`src/rtl/multicycle_control_fsm_pkg.sv`:
```
// rtl/multicycle_control_fsm_pkg.sv - shared encodings for the multi-cycle MIPS controller
// Purpose: opcode values, state encoding and datapath select encodings used by
//          the controller and its wait timer.
// Ports:   none (package).
package mips_ctrl_pkg;

   localparam logic [5:0] OP_RTYPE = 6'b000000;
   localparam logic [5:0] OP_LW    = 6'b100011;
   localparam logic [5:0] OP_SW    = 6'b101011;
   localparam logic [5:0] OP_BEQ   = 6'b000100;
   localparam logic [5:0] OP_J     = 6'b000010;
   localparam logic [5:0] OP_ADDI  = 6'b001000;
   localparam logic [5:0] OP_BNE   = 6'b000101;

   // Encodings are visible on state_dbg, so they are fixed explicitly.
   typedef enum logic [3:0] {
      ST_IDLE      = 4'd0,
      ST_FETCH     = 4'd1,
      ST_DECODE    = 4'd2,
      ST_MEM_ADDR  = 4'd3,
      ST_MEM_RD    = 4'd4,
      ST_MEM_WB    = 4'd5,
      ST_MEM_WR    = 4'd6,
      ST_EXEC      = 4'd7,
      ST_ALU_WB    = 4'd8,
      ST_BRANCH    = 4'd9,
      ST_JUMP      = 4'd10,
      ST_ADDI_EX   = 4'd11,
      ST_ADDI_WB   = 4'd12,
      ST_ERROR     = 4'd13,
      ST_BRANCH_NE = 4'd14
   } state_t;

   localparam logic [1:0] ALU_ADD   = 2'b00;
   localparam logic [1:0] ALU_SUB   = 2'b01;
   localparam logic [1:0] ALU_FUNCT = 2'b10;
   localparam logic [1:0] ALU_ADDI  = 2'b11;

   localparam logic [1:0] SRCB_RT      = 2'b00;
   localparam logic [1:0] SRCB_FOUR    = 2'b01;
   localparam logic [1:0] SRCB_IMM     = 2'b10;
   localparam logic [1:0] SRCB_IMM_SL2 = 2'b11;

   localparam logic [1:0] PCSRC_ALU    = 2'b00;
   localparam logic [1:0] PCSRC_ALUOUT = 2'b01;
   localparam logic [1:0] PCSRC_JUMP   = 2'b10;

   // States that hold a memory strobe and wait for mem_ready.
   function automatic logic is_wait_state(input state_t s);
      return (s == ST_FETCH) || (s == ST_MEM_RD) || (s == ST_MEM_WR);
   endfunction

endpackage

```
`src/rtl/multicycle_control_fsm_if.sv`:
```
// rtl/multicycle_control_fsm_if.sv - controller <-> datapath signal bundle
// Purpose: groups the instruction/flag/handshake inputs and all datapath
//          enables. Optional macro MC_CTRL_BNE_EN adds branch_ne.
// Ports (master = controller view):
//   in : opcode, zero, mem_ready
//   out: pc_write, pc_write_cond, i_or_d, mem_read, mem_write, ir_write,
//        reg_dst, mem_to_reg, reg_write, alu_src_a, alu_src_b, alu_op,
//        pc_source, illegal_op, ctrl_error, state_dbg [, branch_ne]
interface multicycle_control_fsm_if #(
   parameter int OPCODE_W = 6,
   parameter int ALUOP_W  = 2
);
   logic [OPCODE_W-1:0] opcode;
   logic                zero;
   logic                mem_ready;
   logic                pc_write;
   logic                pc_write_cond;
   logic                i_or_d;
   logic                mem_read;
   logic                mem_write;
   logic                ir_write;
   logic                reg_dst;
   logic                mem_to_reg;
   logic                reg_write;
   logic                alu_src_a;
   logic [1:0]          alu_src_b;
   logic [ALUOP_W-1:0]  alu_op;
   logic [1:0]          pc_source;
   logic                illegal_op;
   logic                ctrl_error;
   logic [3:0]          state_dbg;
`ifdef MC_CTRL_BNE_EN
   logic                branch_ne;
`endif

   modport master (
      input  opcode, zero, mem_ready,
      output pc_write, pc_write_cond, i_or_d, mem_read, mem_write, ir_write,
             reg_dst, mem_to_reg, reg_write, alu_src_a, alu_src_b, alu_op,
             pc_source, illegal_op, ctrl_error, state_dbg
`ifdef MC_CTRL_BNE_EN
           , branch_ne
`endif
   );

   modport slave (
      output opcode, zero, mem_ready,
      input  pc_write, pc_write_cond, i_or_d, mem_read, mem_write, ir_write,
             reg_dst, mem_to_reg, reg_write, alu_src_a, alu_src_b, alu_op,
             pc_source, illegal_op, ctrl_error, state_dbg
`ifdef MC_CTRL_BNE_EN
           , branch_ne
`endif
   );

endinterface

```
`src/rtl/multicycle_control_fsm_wait_timer.sv`:
```
// rtl/multicycle_control_fsm_wait_timer.sv - memory wait-state timeout counter
// Purpose: counts cycles spent waiting for mem_ready; expired flags the last
//          permitted waiting cycle.
// Ports: clk, rst_n (async active-low), clear, inc (in); expired (out).
module ctrl_wait_timer #(
   parameter int TIMEOUT_CYC = 15
) (
   input  logic clk,
   input  logic rst_n,
   input  logic clear,
   input  logic inc,
   output logic expired
);

   localparam int W = $clog2(TIMEOUT_CYC + 1);
   localparam logic [W-1:0] LAST = W'(TIMEOUT_CYC - 1);

   logic [W-1:0] count_q;

   // The count equals TIMEOUT_CYC-1 during the TIMEOUT_CYC-th waiting cycle;
   // a miss on mem_ready in that cycle is the one that brings it to
   // TIMEOUT_CYC, so that cycle is when the controller traps.
   assign expired = (count_q == LAST);

   always_ff @(posedge clk or negedge rst_n) begin
      if (!rst_n) begin
         count_q <= '0;
      end else if (clear) begin
         count_q <= '0;
      end else if (inc) begin
         count_q <= count_q + 1'b1;
      end
   end

endmodule

```
`src/rtl/multicycle_control_fsm.sv`:
```
// rtl/multicycle_control_fsm.sv - multi-cycle MIPS sequencing controller
// Purpose: steps each instruction through FETCH/DECODE/EXECUTE/MEM/WB, stalls
//          on mem_ready and traps memory timeouts into a sticky ERROR state.
//          Optional macro MC_CTRL_BNE_EN enables bne decoding and branch_ne.
// Ports: clk, rst_n (async active-low); bus (multicycle_control_fsm_if.master).
module multicycle_control_fsm
   import mips_ctrl_pkg::*;
#(
   parameter int OPCODE_W    = 6,
   parameter int ALUOP_W     = 2,
   parameter int TIMEOUT_CYC = 15
) (
   input  logic                     clk,
   input  logic                     rst_n,
   multicycle_control_fsm_if.master bus
);

   state_t state_q, state_d;

   logic [OPCODE_W-1:0] op;
   logic                timer_clr, timer_inc, timer_expired;

   logic                pc_write, pc_write_cond, i_or_d, mem_read, mem_write;
   logic                ir_write, reg_dst, mem_to_reg, reg_write, alu_src_a;
   logic [1:0]          alu_src_b, pc_source;
   logic [ALUOP_W-1:0]  alu_op;
   logic                illegal_op, ctrl_error, branch_ne;

   assign op = bus.opcode;

   always_ff @(posedge clk or negedge rst_n) begin
      if (!rst_n) begin
         state_q <= ST_IDLE;
      end else begin
         state_q <= state_d;
      end
   end

   always_comb begin
      state_d       = state_q;
      pc_write      = 1'b0;
      pc_write_cond = 1'b0;
      i_or_d        = 1'b0;
      mem_read      = 1'b0;
      mem_write     = 1'b0;
      ir_write      = 1'b0;
      reg_dst       = 1'b0;
      mem_to_reg    = 1'b0;
      reg_write     = 1'b0;
      alu_src_a     = 1'b0;
      alu_src_b     = SRCB_RT;
      alu_op        = ALUOP_W'(ALU_ADD);
      pc_source     = PCSRC_ALU;
      illegal_op    = 1'b0;
      ctrl_error    = 1'b0;
      branch_ne     = 1'b0;

      case (state_q)
         ST_IDLE: state_d = ST_FETCH;

         ST_FETCH: begin
            mem_read  = 1'b1;
            alu_src_b = SRCB_FOUR;
            // PC+4 and IR load happen only on the cycle the read data is valid.
            if (bus.mem_ready) begin
               ir_write = 1'b1;
               pc_write = 1'b1;
               state_d  = ST_DECODE;
            end else if (timer_expired) begin
               state_d = ST_ERROR;
            end
         end

         ST_DECODE: begin
            alu_src_b = SRCB_IMM_SL2;
            case (op)
               OP_RTYPE:      state_d = ST_EXEC;
               OP_LW, OP_SW:  state_d = ST_MEM_ADDR;
               OP_BEQ:        state_d = ST_BRANCH;
               OP_J:          state_d = ST_JUMP;
               OP_ADDI:       state_d = ST_ADDI_EX;
`ifdef MC_CTRL_BNE_EN
               OP_BNE:        state_d = ST_BRANCH_NE;
`endif
               default: begin
                  illegal_op = 1'b1;
                  state_d    = ST_FETCH;
               end
            endcase
         end

         ST_MEM_ADDR: begin
            alu_src_a = 1'b1;
            alu_src_b = SRCB_IMM;
            state_d   = (op == OP_LW) ? ST_MEM_RD : ST_MEM_WR;
         end

         ST_MEM_RD: begin
            i_or_d   = 1'b1;
            mem_read = 1'b1;
            if (bus.mem_ready)  state_d = ST_MEM_WB;
            else if (timer_expired) state_d = ST_ERROR;
         end

         ST_MEM_WB: begin
            mem_to_reg = 1'b1;
            reg_write  = 1'b1;
            state_d    = ST_FETCH;
         end

         ST_MEM_WR: begin
            i_or_d    = 1'b1;
            mem_write = 1'b1;
            if (bus.mem_ready)  state_d = ST_FETCH;
            else if (timer_expired) state_d = ST_ERROR;
         end

         ST_EXEC: begin
            alu_src_a = 1'b1;
            alu_op    = ALUOP_W'(ALU_FUNCT);
            state_d   = ST_ALU_WB;
         end

         ST_ALU_WB: begin
            reg_dst   = 1'b1;
            reg_write = 1'b1;
            state_d   = ST_FETCH;
         end

         ST_BRANCH: begin
            alu_src_a     = 1'b1;
            alu_op        = ALUOP_W'(ALU_SUB);
            pc_write_cond = 1'b1;
            pc_source     = PCSRC_ALUOUT;
            state_d       = ST_FETCH;
         end

`ifdef MC_CTRL_BNE_EN
         ST_BRANCH_NE: begin
            alu_src_a     = 1'b1;
            alu_op        = ALUOP_W'(ALU_SUB);
            pc_write_cond = 1'b1;
            pc_source     = PCSRC_ALUOUT;
            branch_ne     = 1'b1;
            state_d       = ST_FETCH;
         end
`endif

         ST_JUMP: begin
            pc_write  = 1'b1;
            pc_source = PCSRC_JUMP;
            state_d   = ST_FETCH;
         end

         ST_ADDI_EX: begin
            alu_src_a = 1'b1;
            alu_src_b = SRCB_IMM;
            alu_op    = ALUOP_W'(ALU_ADDI);
            state_d   = ST_ADDI_WB;
         end

         ST_ADDI_WB: begin
            reg_write = 1'b1;
            state_d   = ST_FETCH;
         end

         // Only reset leaves ERROR.
         ST_ERROR: ctrl_error = 1'b1;

         default: state_d = ST_IDLE;
      endcase
   end

   // Any state change restarts the count, which covers entry to each wait state.
   assign timer_clr = (state_d != state_q);
   assign timer_inc = is_wait_state(state_q) && !bus.mem_ready;

   ctrl_wait_timer #(
      .TIMEOUT_CYC (TIMEOUT_CYC)
   ) u_wait_timer (
      .clk     (clk),
      .rst_n   (rst_n),
      .clear   (timer_clr),
      .inc     (timer_inc),
      .expired (timer_expired)
   );

   assign bus.pc_write      = pc_write;
   assign bus.pc_write_cond = pc_write_cond;
   assign bus.i_or_d        = i_or_d;
   assign bus.mem_read      = mem_read;
   assign bus.mem_write     = mem_write;
   assign bus.ir_write      = ir_write;
   assign bus.reg_dst       = reg_dst;
   assign bus.mem_to_reg    = mem_to_reg;
   assign bus.reg_write     = reg_write;
   assign bus.alu_src_a     = alu_src_a;
   assign bus.alu_src_b     = alu_src_b;
   assign bus.alu_op        = alu_op;
   assign bus.pc_source     = pc_source;
   assign bus.illegal_op    = illegal_op;
   assign bus.ctrl_error    = ctrl_error;
   assign bus.state_dbg     = state_q;
`ifdef MC_CTRL_BNE_EN
   assign bus.branch_ne     = branch_ne;
`else
   logic unused_bne;
   assign unused_bne = branch_ne;
`endif

endmodule

```
`src/flat_wrapper.sv`:
```
// flat-port wrapper written by rule: the top's interface ports become plain ports
module multicycle_control_fsm_flat import mips_ctrl_pkg::*;
#(
   parameter int OPCODE_W    = 6,
   parameter int ALUOP_W     = 2,
   parameter int TIMEOUT_CYC = 15
)
  (clk, rst_n, bus_opcode, bus_zero, bus_mem_ready, bus_pc_write, bus_pc_write_cond, bus_i_or_d, bus_mem_read, bus_mem_write, bus_ir_write, bus_reg_dst, bus_mem_to_reg, bus_reg_write, bus_alu_src_a, bus_alu_src_b, bus_alu_op, bus_pc_source, bus_illegal_op, bus_ctrl_error, bus_state_dbg);
  multicycle_control_fsm_if #(.OPCODE_W(OPCODE_W), .ALUOP_W(ALUOP_W)) bus_i ();
  input  logic clk;
  input  logic rst_n;
  input wire logic [$bits(bus_i.opcode)-1:0] bus_opcode;
  input wire logic [$bits(bus_i.zero)-1:0] bus_zero;
  input wire logic [$bits(bus_i.mem_ready)-1:0] bus_mem_ready;
  output wire logic [$bits(bus_i.pc_write)-1:0] bus_pc_write;
  output wire logic [$bits(bus_i.pc_write_cond)-1:0] bus_pc_write_cond;
  output wire logic [$bits(bus_i.i_or_d)-1:0] bus_i_or_d;
  output wire logic [$bits(bus_i.mem_read)-1:0] bus_mem_read;
  output wire logic [$bits(bus_i.mem_write)-1:0] bus_mem_write;
  output wire logic [$bits(bus_i.ir_write)-1:0] bus_ir_write;
  output wire logic [$bits(bus_i.reg_dst)-1:0] bus_reg_dst;
  output wire logic [$bits(bus_i.mem_to_reg)-1:0] bus_mem_to_reg;
  output wire logic [$bits(bus_i.reg_write)-1:0] bus_reg_write;
  output wire logic [$bits(bus_i.alu_src_a)-1:0] bus_alu_src_a;
  output wire logic [$bits(bus_i.alu_src_b)-1:0] bus_alu_src_b;
  output wire logic [$bits(bus_i.alu_op)-1:0] bus_alu_op;
  output wire logic [$bits(bus_i.pc_source)-1:0] bus_pc_source;
  output wire logic [$bits(bus_i.illegal_op)-1:0] bus_illegal_op;
  output wire logic [$bits(bus_i.ctrl_error)-1:0] bus_ctrl_error;
  output wire logic [$bits(bus_i.state_dbg)-1:0] bus_state_dbg;
  assign bus_i.opcode = bus_opcode;
  assign bus_i.zero = bus_zero;
  assign bus_i.mem_ready = bus_mem_ready;
  assign bus_pc_write = bus_i.pc_write;
  assign bus_pc_write_cond = bus_i.pc_write_cond;
  assign bus_i_or_d = bus_i.i_or_d;
  assign bus_mem_read = bus_i.mem_read;
  assign bus_mem_write = bus_i.mem_write;
  assign bus_ir_write = bus_i.ir_write;
  assign bus_reg_dst = bus_i.reg_dst;
  assign bus_mem_to_reg = bus_i.mem_to_reg;
  assign bus_reg_write = bus_i.reg_write;
  assign bus_alu_src_a = bus_i.alu_src_a;
  assign bus_alu_src_b = bus_i.alu_src_b;
  assign bus_alu_op = bus_i.alu_op;
  assign bus_pc_source = bus_i.pc_source;
  assign bus_illegal_op = bus_i.illegal_op;
  assign bus_ctrl_error = bus_i.ctrl_error;
  assign bus_state_dbg = bus_i.state_dbg;
  multicycle_control_fsm #(.OPCODE_W(OPCODE_W), .ALUOP_W(ALUOP_W), .TIMEOUT_CYC(TIMEOUT_CYC)) u_core (.clk(clk), .rst_n(rst_n), .bus(bus_i));
endmodule
```
`config.mk`:
```
export PLATFORM = sky130hd
export DESIGN_NAME = multicycle_control_fsm_flat
export DESIGN_NICKNAME = d
export VERILOG_FILES = /design/src/rtl/multicycle_control_fsm_pkg.sv /design/src/rtl/multicycle_control_fsm_if.sv /design/src/rtl/multicycle_control_fsm_wait_timer.sv /design/src/rtl/multicycle_control_fsm.sv /design/src/flat_wrapper.sv
export SDC_FILE = /design/constraint.sdc
export NUM_CORES = 1
export LEC_CHECK = 0
export ABC_AREA = 1
export BUFFER_PORTS_ARGS = -buffer_cell sky130_fd_sc_hd__buf_4
export CAP_MARGIN = 10
export CORE_MARGIN = 5
export CORE_UTILIZATION = 40
export DETAILED_ROUTE_END_ITERATION = 10
export GPL_TIMING_DRIVEN = 1
export PLACE_DENSITY = 0.66
export RECOVER_POWER = 100
export SETUP_SLACK_MARGIN = 0.5
export SLEW_MARGIN = 20
export SYNTH_ARGS = -nofsm -noshare
export SYNTH_HDL_FRONTEND = slang
export SYNTH_SLANG_ARGS = --single-unit
export TNS_END_PERCENT = 30
```
`constraint.sdc`:
```
create_clock -name clk -period 2.09 [get_ports clk]
set_input_delay 0.418 -clock clk [delete_from_list [all_inputs] [get_ports clk]]
set_output_delay 0.418 -clock clk [all_outputs]
set_load 0.02 [all_outputs]
```
* Yosys cells after proc, flatten, opt, wreduce, memory -nomap -nowiden
Index checks and enable logic that the tools add are counted.
Word-level totals: bits in registers 8, input bits 10, output and inout bits 22, logic and storage cells 64
Cells by class: add/sub/neg operators 1, equal/unequal tests 20, multiplexer cells 26, reductions and logical operators 15
Operator list (number):
- 4-bit one-hot mux with 9 select lines | 1
- 4-bit equality test (second input constant) | 7
- 4-bit two-way mux | 6
- 4-bit one-hot mux with 5 select lines | 1
- 4-bit by 3-bit equality test with 1-bit output (second input constant) | 4
- 1-bit two-way mux | 13
- 6-bit equality test (second input constant) | 2
- 2-bit one-hot mux with 3 select lines | 2
- 6-bit OR reduction | 2
- 4-bit by 2-bit equality test with 1-bit output (second input constant) | 2
- 2-bit OR reduction | 4
- 6-bit by 2-bit equality test with 1-bit output (second input constant) | 1
- 6-bit by 3-bit equality test with 1-bit output (second input constant) | 1
- 6-bit by 4-bit equality test with 1-bit output (second input constant) | 1
- 6-bit logical NOT | 1
- 4-bit by 1-bit adder with 4-bit output (second input constant) | 1
- 4-bit by 1-bit equality test with 1-bit output (second input constant) | 1
- 4-bit logical NOT | 1
- 4-bit != test | 1
- 2-bit one-hot mux with 2 select lines | 1
- 4-bit OR reduction | 1
- 3-bit OR reduction | 1
- 1-bit logical OR | 2
- 2-bit two-way mux | 1
- 4 further kinds | 4

* Longest topological paths before layout
depth in word-level cells 6, gate-level depth with buffers 13, depth with buffers taken out 13

* Cells and area by module
From an unflattened synthesis, not the netlist that was laid out.
Second synthesis, totals: cells, all modules 148, area, all modules 847.1 um^2
Modules (own cells, without submodules):
- multicycle_control_fsm | times used 1, cells each 123, area each 636.9 um^2, sequential area each 100.1 um^2
- ctrl_wait_timer | times used 1, cells each 25, area each 210.2 um^2, sequential area each 100.1 um^2

* Worst setup path after synthesis
OpenSTA, ideal clock, no wires.
path kind flip-flop to output port, start point register u_core.state_q[3], in the netlist u_core.bus.state_dbg[3], end point output bus_illegal_op, data arrival time 1.591 ns, data required time 1.672 ns, slack 0.081 ns, cell stages (with the launch flop) 7, buffers on the path 1, cell sequence dfrtp_1 > buf_6 > nor2_4 > inv_1 > nor2_2 > nand2_1 > nor3_1
Between the ends: word-level cells in the longest chain between the ends 2
Ends and longest elaborated chain:
- start: declaration | line multicycle_control_fsm.sv:18 | state_t state_q, state_d;
- start signal: assignment | line multicycle_control_fsm.sv:35 | state_q <= state_d;
- 4-bit by 2-bit equality test with 1-bit output | line multicycle_control_fsm.sv:58 | case (state_q)
- 1-bit two-way mux | line multicycle_control_fsm.sv:58
- end: declaration | line flat_wrapper.sv:28 | output wire logic [$bits(bus_i.illegal_op)-1:0] bus_illegal_op;
Every way passes these cells.

* Worst setup path after layout
start point register u_core.state_q[1], in the netlist u_core.bus.state_dbg[1], end point output bus_illegal_op
Same word-level chain as after synthesis.

==> metrics.csv <==
stage,metric,value,unit
layout,share of cells above drive strength 1,43.08,%
layout,design area,0.001379,mm²
power,power per cell area,1330,mW/mm²
timing,max_slew headroom,72.21,%
placed_design,gp weighted congestion,0.8125,
clock_network,H-tree lvl count,1,
yosys,Mean Syn Cell Area,6.111,µm²
yosys,Yosys Warn Count,0,
timing,worst-margin pin slew,0.4169,ns
layout,nets,209,
clock_network,"Reg clk slew, reported paths",0.05,ns
yosys,synth unique cells,20,
clock_network,CTS buffer count,3,
die,die height,57.39,µm
layout,Ant. Diodes,0,
timing,period utilization,90.69,%
clock_network,clock root buffer,clkbuf_4,
global_route,number of global-route vias before repair,1068,
timing,Highest Clock Rate,527.6,MHz
yosys,Synth Cell Area,898.4,µm²
power,peak supply drop,750.4,µV
critical_path,crit-path max FO,6,
global_route,gr ovfl total,0,
power,Leak,0.8017,nW
timing,setup TNS,0,ns
detailed_routing,WL final,2717,µm
timing,clk_skew,0.002121,ns
critical_path,Setup crit start kind,flop,
detailed_routing,First-pass DRT Iterations,4,
job,Max Cap Violations,0,
detailed_routing,via count,1063,
timing,Final Hold Vio Count,0,
detailed_routing,Routed Antenna Nets,0,
clock_network,clock sink count,8,
hold_path,Min-Delay Path Class,in2reg,
placed_design,DP HPWL,1921,µm
die,row cnt,17,
detailed_routing,vias per cell,4.767,
timing,Final min period,1.895,ns
detailed_routing,1st-iter DRT viols,25,
yosys,cell count after synthesis,147,
die,die width,57.39,µm
detailed_routing,# DRC,0,
global_route,antenna violations before repair,0,
clock_network,Clock Tree Buf Depth,2,
yosys,"Net Count, Synth",159,
timing,RSZ-0062 raised after global routing,true,
die,die area,0.003294,mm²
critical_path,CP required,1.67,ns
global_route,pin count of the biggest net entering global routing,9,
clock_network,CTS tree,done,
global_route,Overall Global Routing Usage,15.94,%
yosys,"Seq/Total Area, Yosys",22.28,%
die,Placeable Area,0.002170,mm²
timing,setup violators final,0,
power,Total Power,0.001834,W
placed_design,post-placement cell area,0.001172,mm²
critical_path,WP data arrival,1.48,ns
run_status,outcome,"complete, no violations",
global_route,first-pass GRT wire length,4215,µm
placed_design,Port-buffer cells,30,
yosys,post-synthesis register bit count,8,
clock_network,clock latency on the worst-skew pair,0.25,ns
detailed_routing,DR WL/cell,12.18,µm
timing,Final Slew Violations,0,
critical_path,critical path class,reg2out,
layout,Area growth syn-to-layout,53.48,%
die,IO Count,32,
die,Initial Util,41.41,%
critical_path,CP Capture Type,output pin,
## through the flow
stage	hold slack, ns	setup WS, ns	std cells	util, %
finish	0.5477	0.1946	223	63.55
CTS	0.5169	0.2873	219	61.76
floorplan	0.1224	0.4331	147	-
global route	0.5410	0.09664	223	63.55
global placement	0.2394	0.3341	203	54.04
detailed placement	0.2411	0.3014	203	54.04
## power breakdown
part / switching [W] / leakage (nW) / internal [W] / total, W
Clock: 0.0000477 / 0.0138 / 0.0000654 / 0.000113
Combinational: 0.000871 / 0.682 / 0.000603 / 0.00147
Sequential: 0.0000540 / 0.106 / 0.000193 / 0.000247
Total: 0.000973 / 0.802 / 0.000861 / 0.00183
## flip-flops by register name, summed over array words and instances, names as in the netlist
name / cells
u_core.bus.state_dbg: 4
u_core.u_wait_timer.count_q: 4
## final timing paths
| kind | start | end | slack, ns | cells past startpoint |
|---|---|---|---|---|
| setup / recovery | u_core.bus.state_dbg[1]$_DFF_PN0_ | bus_illegal_op | 0.19 | 5 |
| hold / removal | bus_mem_ready | u_core.bus.state_dbg[2]$_DFF_PN0_ | 0.55 | 4 |
| setup reg to reg | u_core.bus.state_dbg[1]$_DFF_PN0_ | u_core.u_wait_timer.count_q[1]$_DFFE_PN0P_ | 0.30 | 11 |
| hold reg to reg | u_core.u_wait_timer.count_q[3]$_DFFE_PN0P_ | u_core.u_wait_timer.count_q[3]$_DFFE_PN0P_ | 0.56 | 2 |
| max in group asynchronous | rst_n | u_core.bus.state_dbg[0]$_DFF_PN0_ | 1.17 | 2 |
| min in group asynchronous | rst_n | u_core.u_wait_timer.count_q[2]$_DFFE_PN0P_ | 0.60 | 2 |
## layout by cell type (no fill, tap or decap)
cell type	count
nand2_1	38
buf_4	33
inv_1	20
nor2_1	19
nand3_1	12
nand2_2	10
nor2_4	7
buf_6	7
dfrtp_1	7
inv_2	6
nand3_2	5
clkbuf_1	5
inv_4	3
xor2_1	3
clkbuf_4	3
nor2_2	2
nand2_4	2
o21ai_0	2
nand4_1	2
ha_1	2
nor2_8	1
a21oi_2	1
nor3_4	1
o21ai_2	1
dlygate4sd3_1	1
buf_12	1
dfrtp_2	1
## area by class of cell
class	instances	area (µm²)
clock buffers	3	22.52
fillers	213	790.8
inverters	29	116.4
multi-input cells	108	628.1
flip-flops and latches	8	201.4
well taps	28	35.03
repair buffers	47	375.4
## cells by family after synthesis
group / Yosys count / share of synthesized area (%)
AND/OR/NAND/NOR: 99 / 55.15
buffers and inverters: 31 / 14.21
flip-flops: 8 / 22.28
AO/OA/AOI/OAI: 4 / 2.646
XOR/XNOR: 3 / 2.925
adder cells (fa/ha/maj): 2 / 2.785
## metal layers
layer | global-route usage, % | routed length [µm] | share of wire, % | vias up
li1 | - | - | - | 536
met1 | 17.10 | 1096 | 40 | 486
met2 | 29.68 | 1436 | 53 | 35
met3 | 4.299 | 129 | 4.7 | 6
met4 | 5.298 | 53 | 2.0 | 0
met5 | 0 | 0 | 0 | -
## worst max-delay path, stage by stage (launching register included)
cell and delay, ns:
dfrtp_1 0.52, nand2_2 0.17, nor2_4 0.20, nand2_2 0.08, nor3_4 0.12, buf_6 0.14
## timing repair
action	4_1_cts	5_1_grt
endpoints found under the setup margin	22	22
hold buffers	1	0
setup buffers	12	4
endpoints found under the hold margin	8	0
pin swaps	4	5
gates resized for setup	16	12
## cells in the mapped netlist
cell | number | share of area [%]
xor2_1 | 3 | 2.9
nand2_1 | 44 | 18
ha_1 | 2 | 2.8
a21oi_2 | 1 | 0.98
nor2_2 | 2 | 1.4
buf_4 | 1 | 0.84
nand3_1 | 13 | 7.2
dfrtp_1 | 8 | 22
nor3_1 | 1 | 0.56
o21ai_0 | 3 | 1.7
buf_6 | 1 | 1.3
nor2_1 | 22 | 9.2
nor2_4 | 4 | 5.0
nor2_8 | 1 | 2.2
inv_2 | 4 | 1.7
inv_1 | 25 | 10
nand3_2 | 4 | 4.5
nand4_1 | 2 | 1.4
nand2_4 | 2 | 2.5
nand2_2 | 4 | 2.8
(Power assumes the default switching activity.)
